## src/rtl/player_packet_tx_if.sv

```systemverilog
// Byte-stream link between the packet transmitter and the inter-board serializer.
// A byte transfers on a rising clock edge where tx_valid && tx_ready; once raised,
// tx_valid and tx_data hold until that transfer, and tx_ready is ignored while tx_valid==0.
interface player_packet_tx_if;
  logic [7:0] tx_data;
  logic       tx_valid;
  logic       tx_ready;

  modport master (output tx_data, output tx_valid, input tx_ready);
  modport slave  (input tx_data, input tx_valid, output tx_ready);
endinterface

```

## src/rtl/player_packet_tx.sv

```systemverilog
// Once per video frame, snapshots the local player and game state and streams it
// as a 7-byte XOR-checksummed packet to the inter-board link serializer.
module player_packet_tx #(
  parameter logic [7:0] SYNC_BYTE   = 8'hA5,
  parameter int         SYNC_STAGES = 2      // legal range 2..3
) (
  input  logic       clk_in,
  input  logic       reset,
  input  logic       vsync,
  input  logic       tx_enable,
  input  logic [2:0] game_state,
  input  logic [1:0] local_player_ID,
  input  logic [3:0] player_state,
  input  logic [1:0] player_direction,
  input  logic [8:0] player_loc_x,
  input  logic [8:0] player_loc_y,
  player_packet_tx_if.master tx,
  output logic       busy,
  output logic [7:0] seq,
  output logic [7:0] drop_count,
  output logic       state_dbg
);

  typedef enum logic {IDLE = 1'b0, SEND = 1'b1} state_t;

  state_t                 state_q, state_next;
  logic [SYNC_STAGES-1:0] sync_q;
  logic                   hist_q;
  logic                   rise;
  logic                   pending_q;
  logic [2:0]             idx_q;
  logic [7:0]             pkt_q [6];   // B1..B6 of the packet in flight
  logic                   start, accept, last_byte;
  logic [7:0]             b1, b2, b3, b4, b5, b6;
  logic [7:0]             next_byte;

  assign state_dbg = (state_q == SEND);

  always_ff @(posedge clk_in or negedge reset) begin
    if (!reset) begin
      sync_q <= '0;
      hist_q <= 1'b0;
    end else begin
      sync_q <= {sync_q[SYNC_STAGES-2:0], vsync};
      hist_q <= sync_q[SYNC_STAGES-1];
    end
  end

  assign rise = sync_q[SYNC_STAGES-1] & ~hist_q;

  // Snapshot bytes built from the live inputs; only latched on the start edge.
  assign b1 = {1'b0, game_state, player_state};
  assign b2 = player_loc_x[7:0];
  assign b3 = player_loc_y[7:0];
  assign b4 = {local_player_ID, player_direction, 2'b00, player_loc_y[8], player_loc_x[8]};
  assign b5 = seq;
  assign b6 = SYNC_BYTE ^ b1 ^ b2 ^ b3 ^ b4 ^ b5;

  always_ff @(posedge clk_in or negedge reset) begin
    if (!reset) state_q <= IDLE;
    else        state_q <= state_next;
  end

  always_comb begin
    state_next = state_q;
    start      = 1'b0;
    accept     = 1'b0;
    last_byte  = 1'b0;
    case (state_q)
      IDLE: begin
        if ((rise || pending_q) && tx_enable) begin
          start      = 1'b1;
          state_next = SEND;
        end
      end
      SEND: begin
        if (tx.tx_valid && tx.tx_ready) begin
          accept = 1'b1;
          if (idx_q == 3'd6) begin
            last_byte  = 1'b1;
            state_next = IDLE;
          end
        end
      end
      default: state_next = IDLE;
    endcase
  end

  // Byte following the one currently on the bus.
  always_comb begin
    next_byte = 8'h00;
    case (idx_q)
      3'd0:    next_byte = pkt_q[0];
      3'd1:    next_byte = pkt_q[1];
      3'd2:    next_byte = pkt_q[2];
      3'd3:    next_byte = pkt_q[3];
      3'd4:    next_byte = pkt_q[4];
      3'd5:    next_byte = pkt_q[5];
      default: next_byte = 8'h00;
    endcase
  end

  always_ff @(posedge clk_in or negedge reset) begin
    if (!reset) begin
      tx.tx_data  <= 8'h00;
      tx.tx_valid <= 1'b0;
      busy        <= 1'b0;
      seq         <= 8'h00;
      drop_count  <= 8'h00;
      pending_q   <= 1'b0;
      idx_q       <= 3'd0;
      pkt_q       <= '{default: 8'h00};
    end else begin
      if (start) begin
        pkt_q       <= '{b1, b2, b3, b4, b5, b6};
        tx.tx_data  <= SYNC_BYTE;
        tx.tx_valid <= 1'b1;
        busy        <= 1'b1;
        idx_q       <= 3'd0;
      end else if (accept) begin
        if (last_byte) begin
          tx.tx_data  <= 8'h00;
          tx.tx_valid <= 1'b0;
          busy        <= 1'b0;
          seq         <= seq + 8'd1;
        end else begin
          tx.tx_data <= next_byte;
          idx_q      <= idx_q + 3'd1;
        end
      end

      // One deferred packet at most; further requests in flight are only counted.
      if (state_q == IDLE) begin
        if (start || !tx_enable) pending_q <= 1'b0;
      end else if (rise) begin
        if (!pending_q)                pending_q  <= 1'b1;
        else if (drop_count != 8'hFF)  drop_count <= drop_count + 8'd1;
      end
    end
  end

endmodule
```

## src/flat_wrapper.sv

```systemverilog
// flat-port wrapper written by rule: the top's interface ports become plain ports
module player_packet_tx_flat 
#(
  parameter logic [7:0] SYNC_BYTE   = 8'hA5,
  parameter int         SYNC_STAGES = 2                         
)
  (clk_in, reset, vsync, tx_enable, game_state, local_player_ID, player_state, player_direction, player_loc_x, player_loc_y, busy, seq, drop_count, state_dbg, tx_tx_data, tx_tx_valid, tx_tx_ready);
  player_packet_tx_if tx_i ();
  input  logic clk_in;
  input  logic reset;
  input  logic vsync;
  input  logic tx_enable;
  input  logic [2:0] game_state;
  input  logic [1:0] local_player_ID;
  input  logic [3:0] player_state;
  input  logic [1:0] player_direction;
  input  logic [8:0] player_loc_x;
  input  logic [8:0] player_loc_y;
  output logic busy;
  output logic [7:0] seq;
  output logic [7:0] drop_count;
  output logic state_dbg;
  output wire logic [$bits(tx_i.tx_data)-1:0] tx_tx_data;
  output wire logic [$bits(tx_i.tx_valid)-1:0] tx_tx_valid;
  input wire logic [$bits(tx_i.tx_ready)-1:0] tx_tx_ready;
  assign tx_tx_data = tx_i.tx_data;
  assign tx_tx_valid = tx_i.tx_valid;
  assign tx_i.tx_ready = tx_tx_ready;
  player_packet_tx #(.SYNC_BYTE(SYNC_BYTE), .SYNC_STAGES(SYNC_STAGES)) u_core (.clk_in(clk_in), .reset(reset), .vsync(vsync), .tx_enable(tx_enable), .game_state(game_state), .local_player_ID(local_player_ID), .player_state(player_state), .player_direction(player_direction), .player_loc_x(player_loc_x), .player_loc_y(player_loc_y), .tx(tx_i), .busy(busy), .seq(seq), .drop_count(drop_count), .state_dbg(state_dbg));
endmodule
```

## config.mk

```make
export PLATFORM = sky130hd
export DESIGN_NAME = player_packet_tx_flat
export DESIGN_NICKNAME = d
export VERILOG_FILES = /design/src/rtl/player_packet_tx_if.sv /design/src/rtl/player_packet_tx.sv /design/src/flat_wrapper.sv
export SDC_FILE = /design/constraint.sdc
export NUM_CORES = 1
export LEC_CHECK = 0
export ABC_AREA = 0
export CORE_MARGIN = 2
export CORE_UTILIZATION = 50
export CTS_BUF_LIST = sky130_fd_sc_hd__clkbuf_4 sky130_fd_sc_hd__clkbuf_8
export CTS_CLUSTER_DIAMETER = 120
export DETAILED_ROUTE_END_ITERATION = 16
export PLACE_DENSITY = 0.79
export SYNTH_ARGS = -nofsm -noshare
export SYNTH_HDL_FRONTEND = slang
export SYNTH_SLANG_ARGS = --single-unit
```

## constraint.sdc

```tcl
create_clock -name clk_in -period 1.6 [get_ports clk_in]
set_input_delay 0.4 -clock clk_in [delete_from_list [all_inputs] [get_ports clk_in]]
set_output_delay 0.4 -clock clk_in [all_outputs]
set_load 0.005 [all_outputs]
```

==> impl_metrics.toml <==
[yosys]
yosysWarnings = 0
synth_cells = 293
synth_area_um2 = 3660
synth_edf_count = 0
yosysSeqAreaShare = 0.533
synth_cell_types = 43
synthFlopType = "dfrtp_1"
synth_nets = 334
ys_seq_elements = 78
async_flop_share = 1.00
avgSynthCellArea_um2 = 12.5

[finish]
diodes = 0
drive_gt1_frac = 0.345
layout.nets = 446
final_cells = 508
nFillCells = 517
most-common-layout-cells = "dfrtp_1 (73), buf_4 (47), mux2_2 (45)"
layout_commonest_cell = "dfrtp_1"
syn2layout_area_growth_pct = 39.3

[critical_path]
criticalPathCategory = "flop to flop"
crit_path_end_kind = "flop"
cp-start-kind = "flop"
critPathMaxFanout = 7
required_ns = 1.85
cp.arrival_ns = 1.87

[grt]
grt_overflow = 0
grt_max_degree = 79
first_global_vias = 2805
antenna_found_initial = 0
grt_pass1_wl_mm = 13.7
grt.total_usage = 0.230

[detailed_routing]
num_vias = 2714
vias_per_cell = 5.34
drt_iter0_markers = 148
antenna_left = 0
wirelength_mm = 8.69
drc_errors = 0
drt_pre_antenna_iters = 4
wl_per_cell_um = 17.1

[sta]
achievable-frequency_mhz = 614
setup_slack_ns = -0.0291
whs_ns = 0.0548
finClkSkew_ns = 0.00789
timing.final.crit_share = 1.02
rsz0062_at_grt = "yes"
slew_headroom = 0.735
worstMarginPinSlew_ns = 0.398
slew_violations = 0
hold_viol = 0
fin_crit_ns = 1.63
finalSetupViolations = 3

[flow_run]
cap_violations = 0

[floorplanning]
rows = 31
die_area_um2 = 8030
die_x_um = 89.6
die_y_um = 89.6
num_io_pins = 61
core_area_um2 = 7180
start_util = 0.511

[clock_tree]
clk_latency_ns = 0.35
hold_buffers = 0
root_buffer = "clkbuf_8"
clk_pin_slew_ns = 0.08
cts_tree = "done"
ctsHtreeMaxLevel = 3
clkSinkCount = 78
clk_path_buf_depth = 2
cts_buffers = 9

[pwr]
power_mw = 4.19
powerDensity_nw_per_um2 = 821
leakage_nw = 2.54
vdd_drop_max_v = 0.000394

[placed_design]
place_congestion = 0.831
dpl.hpwl_mm = 5.64
pre_cts_slack_ns = -0.252
placedCellCount = 471
io_buffers = 60

[run_status]
violations = "negative setup slack"
outcome = "finished with violations"

[hold_path]
worstHoldPathType = "input port to async pin"
==> synthesized netlist by cell type (4+ instances only) <==
cell | instances | share of area
clkbuf_1 | 6 | 0.0061
nand4_1 | 7 | 0.012
dfrtp_1 | 78 | 0.53
nand2_1 | 23 | 0.024
o21ai_0 | 12 | 0.016
xnor2_1 | 35 | 0.084
a222oi_1 | 5 | 0.014
mux2_1 | 4 | 0.012
xor2_1 | 8 | 0.019
mux2_2 | 47 | 0.14
ha_1 | 7 | 0.024
inv_1 | 4 | 0.0041
buf_2 | 7 | 0.0096
a21oi_1 | 7 | 0.0096
a21o_1 | 5 | 0.010
nand3_1 | 4 | 0.0055
==> what timing repair did <==
action,in CTS,in global routing
gates resized for setup,42,23
setup buffers,18,4
endpoints found under the setup margin,43,46
pin swaps,3,8
cloned,0,1
==> critical path, cell delays in order (launching register included) <==
cell      delay (ns)
dfrtp_2         0.45
buf_6           0.15
mux2_1          0.31
a222oi_1        0.33
nor3_1          0.10
a21o_1          0.17
==> metal layers <==
| layer | track usage | part of all wire | vias to the layer above |
|---|---|---|---|
| met3 | 0.0420 | 0.045 | 12 |
| met5 | 0 | 0 | - |
| met2 | 0.371 | 0.51 | 78 |
| met4 | 0.110 | 0.018 | 0 |
| met1 | 0.303 | 0.43 | 1351 |
| li1 | - | - | 1273 |
==> power by group <==
group / leakage [nW] / internal (mW) / switching (mW)
registers: 1.06 / 2.03 / 0.0383
logic: 1.38 / 0.329 / 0.257
clock network: 0.104 / 0.837 / 0.697
==> cell families (layout without fill, tap and decap cells) <==
family,count (synthesis),in the layout,synth area share
and+or+nand+nor,49,49,0.0663
AOI/OAI and AO/OA,45,45,0.0885
xor gates and xnor gates,43,43,0.103
buffers and inverters,19,135,0.0249
adders and majority gates,7,7,0.0239
muxes,52,52,0.161
DFF,78,78,0.533
==> flip-flops by register name, summed over array words and instances (netlist names) <==
signal / flops
u_core.idx_q: 3
u_core.state_dbg: 1
u_core.pkt_q: 45
u_core.seq: 8
u_core.hist_q: 1
u_core.pending_q: 1
u_core.drop_count: 8
u_core.tx.tx_valid: 1
u_core.tx.tx_data: 8
u_core.sync_q: 2
==> worst paths after layout <==
check | end | slack (ns) | cells past startpoint | from
max reg2reg | u_core.tx.tx_data[3] | -0.03 | 5 | u_core.idx_q[2]
max | u_core.tx.tx_data[3] | -0.03 | 5 | u_core.idx_q[2]
min | u_core.sync_q[1] | 0.05 | 2 | reset
min reg2reg | u_core.sync_q[1] | 0.37 | 0 | u_core.sync_q[0]
max in group asynchronous | u_core.seq[2] | 1.21 | 2 | reset
min in group clk_in | u_core.sync_q[1] | 0.37 | 0 | u_core.sync_q[0]
==> per-stage QoR <==
stage | setup TNS (ns) | area, um2 | utilization
final | -0.0327 | 5100 | 0.711
after global placement | -6.89 | 4610 | 0.643
after global routing | -0.588 | 5100 | 0.711
after detailed placement | -7.43 | 4610 | 0.643
after floorplan | 0 | 3660 | -
after CTS | 0 | 4970 | 0.693
==> cell type report <==
cell class,count,area (um2),share of cell area
sequential,78,1960,0.384
multi-input combinational,196,1740,0.341
tap,99,124,0.0243
clock buffer,12,165,0.0324
timing repair buffer,116,1060,0.208
clock inverter,3,42.5,0.00833
inverter,4,15.0,0.00294
Power figures use the tool's default switching activity.
